==> config.mk <==
export PLATFORM = sky130hd
export DESIGN_NAME = gb_link_peer
export DESIGN_NICKNAME = d
export VERILOG_FILES = /design/src/rtl/gb_link_peer.sv
export SDC_FILE = /design/constraint.sdc
export NUM_CORES = 1
export LEC_CHECK = 0
export BUFFER_PORTS_ARGS = -buffer_cell sky130_fd_sc_hd__clkbuf_2
export CAP_MARGIN = 0
export CELL_PAD_IN_SITES_DETAIL_PLACEMENT = 0
export CELL_PAD_IN_SITES_GLOBAL_PLACEMENT = 1
export CORE_MARGIN = 5
export CORE_UTILIZATION = 45
export DETAILED_ROUTE_END_ITERATION = 8
export PLACE_DENSITY_LB_ADDON = 0.3
export SYNTH_ARGS = -nofsm -noshare
export SYNTH_HDL_FRONTEND = slang
export SYNTH_SLANG_ARGS = --single-unit
==> constraint.sdc <==
create_clock -name clk -period 4.6 [get_ports clk]
set_clock_uncertainty 0.15 [all_clocks]
set_input_delay 0.92 -clock clk [delete_from_list [all_inputs] [get_ports clk]]
set_output_delay 0.92 -clock clk [all_outputs]
set_load 0.01 [all_outputs]
==> src/rtl/gb_link_peer.sv <==
// Game Boy link-cable peer: slave follows the core's shift clock, master generates it.
// Optional slave inactivity abort is built when LINK_TIMEOUT_EN is defined.
module gb_link_peer #(
  parameter int CLK_DIV        = 511,
  parameter int TIMEOUT_CYCLES = 65535
) (
  input  logic       clk,
  input  logic       rst,
  input  logic       master_mode,
  input  logic       start,
  input  logic [7:0] tx_data,
  input  logic       tx_valid,
  output logic       tx_ready,
  output logic [7:0] rx_data,
  output logic       rx_valid,
  output logic       busy,
  output logic       timeout_err,
  input  logic       serial_clk_in,
  input  logic       serial_data_in,
  output logic       serial_clk_out,
  output logic       serial_data_out
);

  localparam int DW = (CLK_DIV > 0) ? $clog2(CLK_DIV + 1) : 1;
  localparam logic [DW-1:0] DIV_FULL = DW'(CLK_DIV);
  localparam logic [DW-1:0] DIV_HALF = DW'((CLK_DIV + 1) / 2);

  typedef enum logic [1:0] {IDLE, SLAVE_XFER, MASTER_LOW, MASTER_HIGH} state_t;

  state_t        state;
  logic [1:0]    clk_sync;
  logic [1:0]    data_sync;
  logic          clk_prev;
  logic [7:0]    shift;
  logic [7:0]    hold_data;
  logic [3:0]    bit_cnt;
  logic [DW-1:0] div;

  logic       clk_fall;
  logic       clk_rise;
  logic [7:0] load_byte;
  logic [7:0] shift_in;

  assign clk_fall  = clk_prev & ~clk_sync[1];
  assign clk_rise  = ~clk_prev & clk_sync[1];
  // An empty holding register sends the open-line value.
  assign load_byte = tx_ready ? 8'hFF : hold_data;
  assign shift_in  = {shift[6:0], data_sync[1]};

`ifdef LINK_TIMEOUT_EN
  localparam int TW = $clog2(TIMEOUT_CYCLES + 1);
  logic [TW-1:0] to_cnt;
`else
  assign timeout_err = 1'b0;
`endif

  // NOTE: sequential state uses non-blocking assignments only, so every
  // register sees the pre-edge value of every other register.
  always_ff @(posedge clk or posedge rst) begin
    if (rst) begin
      state           <= IDLE;
      clk_sync        <= '0;
      data_sync       <= '0;
      clk_prev        <= 1'b0;
      shift           <= '0;
      hold_data       <= '0;
      tx_ready        <= 1'b1;
      bit_cnt         <= '0;
      div             <= '0;
      rx_data         <= '0;
      rx_valid        <= 1'b0;
      busy            <= 1'b0;
      serial_clk_out  <= 1'b1;
      serial_data_out <= 1'b1;
`ifdef LINK_TIMEOUT_EN
      to_cnt          <= '0;
      timeout_err     <= 1'b0;
`endif
    end else begin
      clk_sync  <= {clk_sync[0], serial_clk_in};
      data_sync <= {data_sync[0], serial_data_in};
      clk_prev  <= clk_sync[1];
      rx_valid  <= 1'b0;
`ifdef LINK_TIMEOUT_EN
      timeout_err <= 1'b0;
`endif

      if (tx_valid && tx_ready) begin
        hold_data <= tx_data;
        tx_ready  <= 1'b0;
      end

      case (state)
        IDLE: begin
          if ((!master_mode && clk_fall) || (master_mode && start)) begin
            shift           <= load_byte;
            serial_data_out <= load_byte[7];
            // A full register empties here; a coincident tx_valid only lands when it was empty.
            if (!tx_ready) tx_ready <= 1'b1;
            bit_cnt         <= 4'd8;
            busy            <= 1'b1;
            if (master_mode) begin
              serial_clk_out <= 1'b0;
              div            <= DIV_FULL;
              state          <= MASTER_LOW;
            end else begin
`ifdef LINK_TIMEOUT_EN
              to_cnt <= '0;
`endif
              state  <= SLAVE_XFER;
            end
          end
        end

        SLAVE_XFER: begin
          if (clk_rise) begin
            shift   <= shift_in;
            bit_cnt <= bit_cnt - 4'd1;
            if (bit_cnt == 4'd1) begin
              rx_data  <= shift_in;
              rx_valid <= 1'b1;
              busy     <= 1'b0;
              state    <= IDLE;
            end
          end else if (clk_fall) begin
            serial_data_out <= shift[7];
          end
`ifdef LINK_TIMEOUT_EN
          if (clk_rise || clk_fall) begin
            to_cnt <= '0;
          end else if (to_cnt == TW'(TIMEOUT_CYCLES - 1)) begin
            timeout_err <= 1'b1;
            busy        <= 1'b0;
            bit_cnt     <= '0;
            state       <= IDLE;
          end else begin
            to_cnt <= to_cnt + 1'b1;
          end
`endif
        end

        MASTER_LOW: begin
          div <= div - 1'b1;
          if (div == DIV_HALF) begin
            serial_clk_out <= 1'b1;
            shift          <= shift_in;
            bit_cnt        <= bit_cnt - 4'd1;
            state          <= MASTER_HIGH;
          end
        end

        MASTER_HIGH: begin
          if (div != '0) begin
            div <= div - 1'b1;
          end else if (bit_cnt != 4'd0) begin
            serial_clk_out  <= 1'b0;
            serial_data_out <= shift[7];
            div             <= DIV_FULL;
            state           <= MASTER_LOW;
          end else begin
            rx_data  <= shift;
            rx_valid <= 1'b1;
            busy     <= 1'b0;
            state    <= IDLE;
          end
        end

        default: state <= IDLE;
      endcase
    end
  end

endmodule

==> impl_metrics.csv, run 1 <==
group,metric,value,unit
outcome,status,"finished, final reports clean",
synthesis,synth_area,2600,um2
flow_run,cap_violations,0,
global_route,grt_first_pass_wirelength,8.15,mm
global_route,antenna_found_initial,0,
critical_path,critPathCaptureType,"flip-flop",
layout,syn2layout_area_growth,10.1,%
layout,final_cell_area,2860,um2
synthesis,synthCells,230,
cts,cts.htree.levels,2,
timing,hold_violations,0,
detailed_routing,first_pass_iters,4,
synthesis,synth_largest_area_cell,"dfrtp_1",
placed_design,dp_hpwl,3.44,mm
layout,nFillCells,520,
worst_hold_path,hp-class,"reg2reg",
detailed_routing,wire_per_inst,14.3,um
detailed_routing,via_per_inst,5.33,
critical_path,start_kind,"flip-flop",
detailed_routing,wirelength,4.67,mm
floorplan,num_rows,27,
placed_design,pre_cts_ws,1.89,ns
timing,min_period,2.66,ns
floorplan,dieWidth,86.0,um
placed_design,place_area,2760,um2
floorplan,die_y,86.0,um
cts,cts_buffer_depth,2,
cts,clkTransAtPathRegs,0.10,ns
synthesis,ys_warn_count,0,
synthesis,synth_ff_type,"dfrtp_1",
synthesis,synth-edff-count,0,
global_route,grt_usage,13.6,%
global_route,gr-total-overflow,0,
synthesis,synth.most_common_cell,"dfrtp_1",
layout,antenna_cells,0,
critical_path,crit_required,4.64,ns
floorplan,core,5540,um2
timing,fin_crit_sh,57.9,%
cts,cts-root-buf,"clkbuf_8",
cts,cts-resized-gates,0,
synthesis,ys_seq_elements,49,
cts,cts_inserted_buffers,5,
critical_path,worstPathArrival,2.71,ns
placed_design,portBuffers,27,
floorplan,initial_core_util,46.9,%
synthesis,synth_area_leaders,"dfrtp_1 (44%), mux2_2 (13%), ha_1 (3.9%)",
synthesis,ys_top_cells_by_count,"dfrtp_1 (46), mux2_2 (29), nor2_1 (20)",
synthesis,synth_nets,253,
placed_design,gp_congestion,0.775,
global_route,grt_max_degree,50,
synthesis,yosysSeqAreaShare,47.4,%
critical_path,crit_type,"reg2reg",
cts,cts.sinks,49,
timing,grt_setup_unrepaired,"false",
pwr,p_leak,1.25,nW
global_route,grt_pass1_vias,1741,
cts,cts_hold_buf,0,
critical_path,critical_path.max_fanout,18,
critical_path,rrSetupSlack,1.94,ns
timing,setup-violations-final,0,
layout,drive_gt1_share,35.3,%
cts,clk-insertion-delay-late,0.31,ns
pwr,powerDensity,697,nW/um2
timing,maxSlewViolCount,0,
floorplan,ios,29,
synthesis,postSynthAreaPerCell,11.3,um2
detailed_routing,drtIter0Drc,56,
synthesis,synth.distinct_cells,46,
cts,cts_setup_buffers,0,
timing,slew-limit-headroom,32.8,%
synthesis,netlist.area_leader.share,44.3,%
timing,fmax,375,MHz
cts,cts_tree,"built",
layout,finalNetCount,277,
timing,worstMarginPinSlew,1.01,ns
synthesis,postSynth.asyncResetShare,100,%
detailed_routing,drc,0,
detailed_routing,vias,1744,
floorplan,die-area,7390,um2
detailed_routing,postRouteAntennaNets,0,
pwr,irDropWorstVdd,0.348,mV
timing,finalSetupTns,0,ns
timing,setup_slack,1.94,ns
[where the power goes]
| group | total, mW | switching [mW] | internal [mW] |
|---|---|---|---|
| logic | 1.00 | 0.486 | 0.513 |
| clock network | 0.273 | 0.148 | 0.125 |
| registers | 0.720 | 0.118 | 0.602 |
[registers in the layout, indices dropped and copies added, names as in the netlist, 2 cells and up]
name,flops
rx_data,8
hold_data,8
data_sync,2
shift,8
bit_cnt,4
state,2
clk_sync,2
div,9
[layout make-up]
cell class	instances	area, um2	area share [%]
repair buffers	28	143	4.99
flip-flops and latches	49	1230	43.0
well taps	72	90.1	3.15
clock buffers	6	82.6	2.89
multi-input cells	160	1260	44.0
inverters	10	37.5	1.31
clock inverters	2	17.5	0.613
[worst max-delay path, cell delays in order, from the launching register on]
cell      delay [ns]
dfrtp_1         0.40
ha_1            0.62
nor4bb_1        0.44
nand3_1         0.20
a21boi_4        0.36
mux2_2          0.38
[final timing paths]
path | depth (start not counted) | to | start
min in group asynchronous | 2 | hold_data[7] | rst
worst min register to register | 0 | data_sync[1] | data_sync[0]
max in group asynchronous | 2 | div[4] | rst
worst max register to register | 5 | rx_data[4] | state[1]
worst max-delay path | 5 | rx_data[4] | state[1]
worst min-delay path | 0 | data_sync[1] | data_sync[0]
[layer usage]
metal  vias to the layer above  global-route usage, %  part of all wire [%]
li1                        876                      -                     -
met1                       836                   18.7                    49
met2                        24                   21.4                    46
met3                         8                   2.88                   3.2
met4                         0                   4.32                   1.5
met5                         -                      0                     0
[layout by cell type (no fill, tap or decap), types with 2 or more instances in the layout]
master,count
dfrtp_1,46
mux2_2,29
clkbuf_2,27
nor2_1,20
nand2_1,17
o21ai_0,12
inv_1,9
ha_1,8
a21oi_1,6
mux2_4,6
clkbuf_8,6
o2bb2ai_1,5
a41oi_1,5
nand2b_1,5
nand4_1,5
nand3_1,4
mux2i_1,4
a31oi_1,4
dfstp_2,3
a31o_2,2
a41o_2,2
or3b_2,2
o21ba_2,2
nor3_1,2
o21a_1,2
[stage by stage]
step,total power [mW],utilization (%),std cells,hold slack (ns)
2_1_floorplan,1.54,-,230,0.181
3_3_place_gp,1.73,49.8,319,0.181
3_5_place_dp,1.75,49.8,319,0.185
4_1_cts,2.02,51.6,327,0.207
5_1_grt,2.17,51.6,327,0.217
6_report,1.99,51.6,327,0.206
[kinds of logic (layout without fill, tap and decap cells)]
logic type | after synthesis | count (layout) | share of synthesized area (%)
muxes | 39 | 39 | 17.6
adders and majority gates | 8 | 8 | 3.86
other | 1 | 1 | 0.144
DFF | 49 | 49 | 47.4
AOI/OAI and AO/OA | 47 | 47 | 13.4
buffers and inverters | 21 | 46 | 4.14
and+or+nand+nor | 65 | 65 | 13.4
Note: power is estimated with default switching activity, not from simulation.
==> run 2, diff against run 1 <==
==> constraint.sdc (replaced) <==
create_clock -name clk -period 2.5 [get_ports clk]
set_clock_uncertainty 0.15 [all_clocks]
set_input_delay 0.5 -clock clk [delete_from_list [all_inputs] [get_ports clk]]
set_output_delay 0.5 -clock clk [all_outputs]
set_load 0.01 [all_outputs]
==> impl_metrics.csv, run 2 (synthesis gave the netlist of run 1 again) <==
group,metric,value,unit
outcome,status,"finished, final reports clean",
layout,regArea,1230,um2
critical_path,critPathMaxStageDelay,0.40,ns
pwr,p_leak,1.31,nW
critical_path,critical_path.max_fanout,8,
cts,cts.htree.levels,2,
layout,instances_no_fill,334,
placed_design,portBuffers,27,
detailed_routing,wirelength,4.86,mm
floorplan,die-area,7390,um2
pwr,irDropWorstVdd,0.629,mV
flow_run,cap_violations,0,
detailed_routing,drc,0,
critical_path,start_kind,"flip-flop",
placed_design,gp_congestion,0.794,
worst_hold_path,worstHoldStart,"serial_data_in",
timing,slew-limit-headroom,58.9,%
global_route,grt_first_pass_wirelength,8.56,mm
layout,drive_gt1_share,37.4,%
pwr,p_sw_share,37.8,%
layout,finalNetCount,284,
cts,clkTransAtPathRegs,0.09,ns
critical_path,crit_slowest_cell,"dfrtp_1",
floorplan,ios,29,
cts,cts.sinks,49,
detailed_routing,first_pass_iters,4,
pwr,p_int,2.32,mW
cts,clk-insertion-delay-late,0.30,ns
critical_path,crit_start,"div[0]",
pwr,powerDensity,1280,nW/um2
global_route,grt_max_degree,50,
timing,setup-violations-final,0,
timing,maxSlewViolCount,0,
global_route,grtUsageMet2,22.8,%
floorplan,num_rows,27,
critical_path,path_cells,"inv_1 > ha_1 > nor4b_4 > nand3_1 > a21boi_4 > mux2_2",
layout,multi_input_area,1270,um2
floorplan,dieWidth,86.0,um
placed_design,dp_hpwl,3.60,mm
pwr,finalPower,3.73,mW
layout,top_register,"div",
global_route,gr-total-overflow,0,
detailed_routing,via_per_inst,5.35,
timing,fmax,445,MHz
global_route,grt_usage,14.6,%
cts,cts-root-buf,"clkbuf_8",
timing,hold_violations,0,
global_route,antenna_found_initial,0,
global_route,top_usage_layer,"met2",
critical_path,crit_type,"reg2reg",
layout,layout_common_cells,"dfrtp_1 (46), mux2_2 (29), clkbuf_2 (27)",
global_route,gr-usage-met3,2.40,%
pwr,p_clk_share,13.0,%
global_route,grt_pass1_vias,1782,
critical_path,critPathCaptureType,"flip-flop",
timing,worstMarginPinSlew,0.617,ns
pwr,power_switching,1.41,mW
critical_path,worstPathArrival,2.28,ns
cts,cts_hold_buf,0,
pwr,comb_power_share,51.2,%
floorplan,core,5540,um2
detailed_routing,vias,1786,
global_route,gr-usage-met1,20.8,%
timing,min_period,2.25,ns
worst_hold_path,hp-class,"in2reg",
layout,final_common_cell,"dfrtp_1",
layout,final_cell_area,2920,um2
cts,cts_tree,"built",
cts,cts_buffer_depth,2,
pwr,seq_power_share,35.8,%
layout,nFillCells,540,
detailed_routing,postRouteAntennaNets,0,
detailed_routing,wire_per_inst,14.6,um
layout,largest_register_ffs,9,
floorplan,die_y,86.0,um
timing,grt_setup_unrepaired,"false",
floorplan,initial_core_util,46.9,%
timing,finalSetupTns,0,ns
placed_design,place_area,2810,um2
detailed_routing,drtIter0Drc,76,
layout,antenna_cells,0,
critical_path,crit_required,2.53,ns
critical_path,r2r-start,"div[0]",
timing,fin_crit_sh,89.9,%
cts,cts_inserted_buffers,5,
placed_design,dp.cells,326,
layout,syn2layout_area_growth,12.6,%
run 2: cell types whose count changed in the layout (fill, tap and decap cells not counted):
cell / change
buf_4: +7
clkinv_2: +1
inv_6: -1
nor4b_2: -1
nor4b_4: +1
nor4bb_1: -1
nor4bb_2: +1
run 2: area by class of cell:
cell class | count | share of cell area (%)
Clock inverter | 2 | 0.471
Inverter | 10 | 1.28
Sequential cell | 49 | 42.1
Multi-Input combinational cell | 160 | 43.6
Clock buffer | 6 | 2.83
Tap cell | 72 | 3.08
Timing Repair Buffer | 35 | 6.68
run 2: final timing paths:
check | slack [ns] | end | cells past startpoint
setup / recovery | 0.25 | rx_data[2] | 6
hold reg to reg | 0.21 | data_sync[1] | 0
min in group asynchronous | 0.18 | clk_sync[0] | 3
hold / removal | 0.16 | data_sync[0] | 1
setup reg to reg | 0.25 | rx_data[2] | 6
max in group asynchronous | 1.60 | rx_data[5] | 3
run 2: power groups by stage:
stage	combinational, mW	sequential [mW]	clock [mW]
global placement	1.90	1.34	0
global route	2.13	1.39	0.551
CTS	1.94	1.34	0.514
floorplan	1.52	1.31	0
finish	1.91	1.34	0.486
detailed placement	1.93	1.35	0
run 2: worst max-delay path: cells and delay by family, from the launching register on:
family | cells | cell delay, ns
compound gates | 1 | 0.34
fa+ha+maj | 1 | 0.21
buf+inv | 1 | 0.12
flops | 1 | 0.40
mux | 1 | 0.37
simple gates | 2 | 0.54
run 2: metal layers:
| metal | wire, um | up-vias |
|---|---|---|
| met4 | 42 | 0 |
| met5 | 0 | - |
| met3 | 126 | 4 |
| li1 | - | 893 |
| met2 | 2310 | 25 |
| met1 | 2380 | 864 |
run 2: timing repair:
action	in CTS	in global routing
buffers inserted	0	0
gates resized for setup	0	2
setup endpoints to repair	0	10
run 2: through the flow:
| step | worst slack (ns) | hold WS (ns) | util (%) |
|---|---|---|---|
| floorplan | 0.406 | 0.181 | - |
| global placement | 0.188 | 0.182 | 50.7 |
| detailed placement | 0.179 | 0.191 | 50.7 |
| CTS | 0.147 | 0.143 | 52.5 |
| global route | 0.0806 | 0.141 | 52.8 |
| finish | 0.252 | 0.159 | 52.8 |
